===== config.mk =====
export PLATFORM = sky130hd
export DESIGN_NAME = demux_nibble_1x2
export DESIGN_NICKNAME = d
export VERILOG_FILES = /design/src/rtl/demux_nibble_1x2.sv
export SDC_FILE = /design/constraint.sdc
export NUM_CORES = 1
export LEC_CHECK = 0
export ABC_AREA = 1
export BUFFER_PORTS_ARGS = -buffer_cell sky130_fd_sc_hd__buf_4
export CAP_MARGIN = 20
export CORE_MARGIN = 10
export CORE_UTILIZATION = 40
export CTS_CLUSTER_DIAMETER = 100
export DETAILED_ROUTE_END_ITERATION = 10
export GPL_TIMING_DRIVEN = 0
export HOLD_SLACK_MARGIN = 0.03
export PLACE_DENSITY = 0.62
export SYNTH_ARGS = -nofsm -noshare
export SYNTH_HDL_FRONTEND = slang
export SYNTH_SLANG_ARGS = --single-unit

===== constraint.sdc =====
create_clock -name clk -period 1.48 [get_ports clk]
set_input_delay 0.074 -clock clk [delete_from_list [all_inputs] [get_ports clk]]
set_output_delay 0.074 -clock clk [all_outputs]
set_load 0.02 [all_outputs]

===== src/rtl/demux_nibble_1x2.sv =====
// Receiving end of a 2:1 nibble mux: steers strobed nibbles into D0/D1, holds the pair until Ack.
// Optional pair counter output Pares is enabled by defining DEMUX_CONTADOR_EN.
module demux_nibble_1x2 #(
   parameter int unsigned ANCHO   = 4,
   parameter int unsigned TIMEOUT = 16
) (
   input  logic             clk,
   input  logic             reset_n,
   input  logic [ANCHO-1:0] Dato,
   input  logic             Valido,
   input  logic             Ack,
   output logic [ANCHO-1:0] D0,
   output logic [ANCHO-1:0] D1,
   output logic             Listo,
   output logic             Error,
   output logic             Desborde
`ifdef DEMUX_CONTADOR_EN
   ,
   output logic [7:0]       Pares
`endif
);

   localparam int unsigned    CW       = $clog2(TIMEOUT + 1);
   localparam logic [CW-1:0]  CNT_LAST = CW'(TIMEOUT - 1);

   typedef enum logic [1:0] {
      S_D0    = 2'd0,
      S_D1    = 2'd1,
      S_LLENO = 2'd2
   } state_t;

   state_t           state_q, state_d;
   logic [CW-1:0]    cnt_q, cnt_d;
   logic [ANCHO-1:0] d0_q, d0_d;
   logic [ANCHO-1:0] d1_q, d1_d;
   logic             listo_q, listo_d;
   logic             error_q, error_d;
   logic             desb_q, desb_d;
`ifdef DEMUX_CONTADOR_EN
   logic [7:0]       pares_q, pares_d;
`endif

   // The idle counter has seen TIMEOUT-1 empty cycles; one more idle edge expires the pair.
   logic cnt_expira;
   assign cnt_expira = (cnt_q == CNT_LAST);

   always_ff @(posedge clk or negedge reset_n) begin
      if (!reset_n) begin
         state_q <= S_D0;
         cnt_q   <= '0;
         d0_q    <= '0;
         d1_q    <= '0;
         listo_q <= 1'b0;
         error_q <= 1'b0;
         desb_q  <= 1'b0;
`ifdef DEMUX_CONTADOR_EN
         pares_q <= '0;
`endif
      end else begin
         state_q <= state_d;
         cnt_q   <= cnt_d;
         d0_q    <= d0_d;
         d1_q    <= d1_d;
         listo_q <= listo_d;
         error_q <= error_d;
         desb_q  <= desb_d;
`ifdef DEMUX_CONTADOR_EN
         pares_q <= pares_d;
`endif
      end
   end

   always_comb begin
      state_d = state_q;
      case (state_q)
         S_D0: begin
            if (Valido) state_d = S_D1;
         end
         S_D1: begin
            if (Valido)          state_d = S_LLENO;
            else if (cnt_expira) state_d = S_D0;
         end
         S_LLENO: begin
            if (Ack) state_d = Valido ? S_D1 : S_D0;
         end
         default: state_d = S_D0;
      endcase
   end

   always_comb begin
      cnt_d   = cnt_q;
      d0_d    = d0_q;
      d1_d    = d1_q;
      listo_d = listo_q;
      error_d = 1'b0;
      desb_d  = 1'b0;
`ifdef DEMUX_CONTADOR_EN
      pares_d = pares_q;
`endif
      case (state_q)
         S_D0: begin
            if (Valido) begin
               d0_d  = Dato;
               cnt_d = '0;
            end
         end
         S_D1: begin
            // A capture on the expiry edge takes priority over the timeout.
            if (Valido) begin
               d1_d    = Dato;
               listo_d = 1'b1;
               cnt_d   = '0;
            end else if (cnt_expira) begin
               error_d = 1'b1;
               cnt_d   = '0;
            end else begin
               cnt_d = cnt_q + CW'(1);
            end
         end
         S_LLENO: begin
            if (Ack) begin
               listo_d = 1'b0;
`ifdef DEMUX_CONTADOR_EN
               pares_d = pares_q + 8'd1;
`endif
               if (Valido) begin
                  d0_d  = Dato;
                  cnt_d = '0;
               end
            end else if (Valido) begin
               desb_d = 1'b1;
            end
         end
         default: begin
            listo_d = 1'b0;
            cnt_d   = '0;
         end
      endcase
   end

   assign D0       = d0_q;
   assign D1       = d1_q;
   assign Listo    = listo_q;
   assign Error    = error_q;
   assign Desborde = desb_q;
`ifdef DEMUX_CONTADOR_EN
   assign Pares    = pares_q;
`endif

endmodule


; ---- Yosys cells after proc, flatten, opt, wreduce, memory -nomap -nowiden
; Index checks and enable logic that the tools add are counted.
[word_totals]
regBits = 18
wordCells = 45
[classes]
addsub = 1
reduce_logical = 6
n_mux = 23
n_bitwise = 1
eq_ne = 7
[op_table]
columns = cell, n
row1 = two-way mux 5 bit, 4
row2 = one-hot mux 5 bit (3 select lines), 1
row3 = two-way mux 1 bit, 9
row4 = two-way mux 2 bit, 4
row5 = two-way mux 4 bit, 2
row6 = one-hot mux 4 bit (2 select lines), 1
row7 = "inequality test 2 bit, second input constant", 3
row8 = one-hot mux 2 bit (3 select lines), 1
row9 = AND reduction 3 bit, 2
row10 = "adder 5 x 1 -> 5 bit, second input constant", 1
row11 = "== test 5 x 4 -> 1 bit, second input constant", 1
row12 = AND reduction 2 bit, 2
row13 = "inequality test 3 bit, second input constant", 1
row14 = one-hot mux 1 bit (3 select lines), 1
row15 = "== test 2 x 1 -> 1 bit, second input constant", 1
row16 = "== test 2 bit, second input constant", 1
row17 = zero test 2 bit, 1
row18 = nonzero test 2 bit, 1
row19 = inverter 1 bit, 1

; ---- Longest topological paths before layout
[depth]
ltp_word = 4
ltp_mapped = 7

; ---- Worst setup path after synthesis
; OpenSTA, ideal clock, no wires.
[synth_timing]
path_type = reg2reg
start = reg cnt_q[0]
end = reg cnt_q[2]
synth_period_minus_slack_ps = 1071
setup_slack_ps = 409
t_arrival_ps = 945
required_time_ps = 1354
path_stages_with_launch = 5
path_cell_list = dfrtp_1 ha_1 or2_2 nand3_1 o21ai_0
[synth_between]
elab_chain_cells = 4
word_cells_on_any_way = 5
cone_classes = add/sub (1) / eq/ne (1) / mux (3)
[synth_lines]
columns = element, line
row1 = from (decl), 33  ; logic [CW-1:0] cnt_q, cnt_d;
row2 = from (signal assigned), 61  ; cnt_q <= cnt_d;
row3 = adder 5 x 1 -> 5 bit / == test 5 x 4 -> 1 bit (equally long branches), "117, 45"
row4 = two-way mux 5 bit *, 113  ; end else if (cnt_expira) begin
row5 = two-way mux 5 bit *, 109  ; if (Valido) begin
row6 = one-hot mux 5 bit (3 select lines) *, 100  ; case (state_q)
; Every way passes the cells marked *; elsewhere a longest branch is shown, timed or not.
; A chain may end at the register's enable or synchronous reset.

; ---- Worst setup path in the final report
[layout_timing]
start = reg cnt_q[1]
end = reg cnt_q[3]
; The elaborated chain is that of the path after synthesis.

==> run summary <==
• sky130_fd_sc_hd__nand2_1 — most used cell, CP
• 222.8 ps — transition at the pin with the smallest max-transition slack
• 617 — vias in the first global route
• 1680 ps — data required time at the worst endpoint
• 0 — Final Max Tran Viols
• 0 — initial antenna violation count
• 1.085 mW — cell internal power dissipation
• no — unrepaired setup endpoints after global routing
• 18 — flip-flop and latch count after synthesis
• flip-flop — critical path launch point type
• 19 — Top-Level Pins
• 0 — post-synthesis mux area share
• 0 — final hold viol count
• 11.95 um — average wire length per cell after detail routing
• 0.3875 — net switching fraction of the power
• 0.5225 nW — Static Leak
• sky130_fd_sc_hd__dfrtp_1 — largest area contributor in the synthesized netlist
• 0.399 — Comb pwr share
• 0 — number of diodes
• 0.8515 — Max transition margin
• 18 — quantity of I/O buffers inserted on ports
• 0.7732 — final critical-path share of the clock period
• 0.004087 mm2 — Die Footprint
• 0.01621 — post-synthesis share of cell area spent on full adders, half adders and majority gates
• 0 ps — Setup TNS
• 1.239 mm — dpl hpwl
• 0.2496 — Synth Area in Simple Gates
• 36.55 ps — hold slack final
• 1781 mW/mm2 — P per Cell Area
• 0 — Synth Area in XOR/XNOR
• 86 — count of mapped cells out of synthesis
• 1 — H-tree level count
• 627 — overall via count from detail_route
• 0 — count of flip-flops with a built-in enable after synthesis
• 4.644 — detailed-route vias per instance
• 1.772 mW — Overall Power
• 1340 ps — arrival time reported for the critical path endpoint
• 8.977 um2 — Mean Syn Cell Area
• ha_1 > nand4_1 > nand2_2 > nand2_1 > nand2_1 > nor2_2 — CP cell instances
• 135 — final instance count without filler cells
• 1.449 ps — worst clock skew
• 0.8289 — weighted congestion at the end of routability-driven global placement
• 15 — number of distinct standard cells referenced by the synthesized netlist
• 18 — Clock Sink Count
• 0.427 — Seq pwr share
• sky130_fd_sc_hd__dfrtp_1 — Top FF cell, synth
• 0.6866 mW — Switching Power
• 0 — number of buffer and inverter stages on the critical path
• 0 — Remaining Overflow, GRT
• 4 — drt first pass iters
• 0.09724 — share of the synthesized area in compound gates (AO/OA/AOI/OAI)
• 0.3091 — share of cells above drive strength 1
• 2 — Max Root-Sink Buffers
• 95 — post-synthesis net count
• flip-flop — nature of the critical path endpoint
• sky130_fd_sc_hd__dfrtp_1 58%, sky130_fd_sc_hd__nand2_1 9.7%, sky130_fd_sc_hd__o21ai_1 5.8% — synth top area cells
• sky130_fd_sc_hd__clkbuf_4 — Root Buffer
• 19 — pin count of the biggest net entering global routing
• 120 — fin nets
• 20 x sky130_fd_sc_hd__nand2_1, 18 x sky130_fd_sc_hd__dfrtp_1, 9 x sky130_fd_sc_hd__inv_1, 9 x sky130_fd_sc_hd__o21ai_1, 6 x sky130_fd_sc_hd__nand3_1 — top cells by count, synth
• 63.93 um — Die Span Y
• done — clock tree from TritonCTS
• 300 ps — clock latency at the later pin of the worst-skew pair
• simple AND/OR/NAND/NOR gates — dominant combinational cell family by area after synthesis
• 63.93 um — width of the die
• 1144 ps — clock period minus worst slack
• 0 — Final ANT Viol Nets
• 0 — quantity of gates resized following cts
• 100 ps — Clk pin slew, worst setup/hold paths
• 3 — highest fanout seen on the critical path
• 0.08493 — overall global routing resource usage
• flip-flop to flip-flop — kind of critical path
• 3 — TritonCTS Buffers
• 772.0 um2 — total standard cell area after synthesis
• input pin to flip-flop — worst min-delay path class
• 0.5835 — fraction of post-synthesis cell area in the top cell type by area
• 873.8 MHz — fmax
• sky130_fd_sc_hd__dfrtp_1 — slowest library cell on the worst path
• 0 — Synth warnings
• sky130_fd_sc_hd__nand2_1 — count leader, synth
• 0.174 — clock power share
• 0.5579 — final core utilization
• complete, no violations — outcome
• 28.85% — area grow syn2layout
• 0.001783 mm2 — core box area
• 2.815 mm — first-pass GRT wire length
• 0.4330 — effective utilization at floorplan
• 15 — standard-cell rows
• 0.5835 — post-synthesis sequential area ratio
• simple AND/OR/NAND/NOR gates — cell family with most CP delay
• 0.9785 mV — worst supply voltage drop on vdd
• 129 — total instance count after detailed placement
• 0 — DRC violations left
• 0 — count of final setup violators
• 1.000 — proportion of synthesized flip-flops having asynchronous set or reset
• 1.613 mm — final routed wirelength across all metal layers
• 380 ps — delay of the slowest cell on the worst path
• 0 — Max-cap violations
• 19 — violation count after the first detailed-routing iteration
-- power groups by stage --
stage / Clock [mW] / Sequential [mW] / Combinational [mW]
finish: 0.308 / 0.757 / 0.708
global route: 0.337 / 0.787 / 0.789
CTS: 0.315 / 0.759 / 0.723
detailed placement: 0 / 0.766 / 0.719
global placement: 0 / 0.759 / 0.708
floorplan: 0 / 0.900 / 0.280
-- worst paths after layout --
check                           slack, ps      from  cells past startpoint       end
worst min-delay path                   40   Dato[0]                      3     D0[0]
worst max-delay path                  340  cnt_q[1]                      6  cnt_q[3]
worst max register to register        340  cnt_q[1]                      6  cnt_q[3]
max in group asynchronous            1130   reset_n                      2     D1[1]
worst min register to register        500     D0[3]                      2     D0[3]
min in group asynchronous             170   reset_n                      2  Desborde
-- flip-flops by register name, summed over array words and instances (netlist names) --
name,count
D0,4
D1,4
Desborde,1
Error,1
Listo,1
cnt_q,5
state_q,2
-- kinds of logic after synthesis --
logic type                 count (synthesis)
buffers and inverters                     11
adders and majority gates                  1
AOI/OAI and AO/OA                         15
and+or+nand+nor                           41
DFF                                       18
-- worst reg2reg max path, cell delays in order (launching register included) --
cell,delay (ps)
sky130_fd_sc_hd__dfrtp_1,380
sky130_fd_sc_hd__ha_1,190
sky130_fd_sc_hd__nand4_1,190
sky130_fd_sc_hd__nand2_2,130
sky130_fd_sc_hd__nand2_1,50
sky130_fd_sc_hd__nand2_1,70
sky130_fd_sc_hd__nor2_2,30
-- final cells by class --
class	instances	area (um2)
tap	25	31.28
fill	166	788.3
clock buffer	4	36.28
multi-input combinational	57	280.3
inverter	11	41.29
timing repair buffer	20	155.1
sequential	18	450.4
-- through the flow --
stage / setup slack (ps) / cell area [um2]
2_1_floorplan: 409.2 / 772.0
3_3_place_gp: 341.4 / 938.4
3_5_place_dp: 339.6 / 938.4
4_1_cts: 325.6 / 994.7
5_1_grt: 201.6 / 994.7
6_report: 335.6 / 994.7
-- repair_timing --
action | 4_1_cts | 5_1_grt
endpoints found under the hold margin | 19 | 0
setup buffers | 0 | 0
hold buffers | 2 | 0
-- routing by layer --
layer | wire length (um) | GRT usage
met5 | 0 | 0
met4 | 41 | 0.05464
met3 | 142 | 0.04530
met2 | 690 | 0.1144
met1 | 739 | 0.1020
-- layout by cell type (no fill, tap or decap) --
cell type	n
sky130_fd_sc_hd__a21oi_1	4
sky130_fd_sc_hd__buf_4	18
sky130_fd_sc_hd__clkbuf_4	3
sky130_fd_sc_hd__clkbuf_8	1
sky130_fd_sc_hd__dfrtp_1	18
sky130_fd_sc_hd__dlygate4sd3_1	2
sky130_fd_sc_hd__ha_1	1
sky130_fd_sc_hd__inv_1	9
sky130_fd_sc_hd__inv_2	2
sky130_fd_sc_hd__nand2_1	20
sky130_fd_sc_hd__nand2_2	5
sky130_fd_sc_hd__nand3_1	6
sky130_fd_sc_hd__nand3_2	1
sky130_fd_sc_hd__nand4_1	1
sky130_fd_sc_hd__nor2_1	4
sky130_fd_sc_hd__nor2_2	3
sky130_fd_sc_hd__o21ai_0	2
sky130_fd_sc_hd__o21ai_1	9
sky130_fd_sc_hd__or2_2	1
Power figures use the tool's default switching activity.
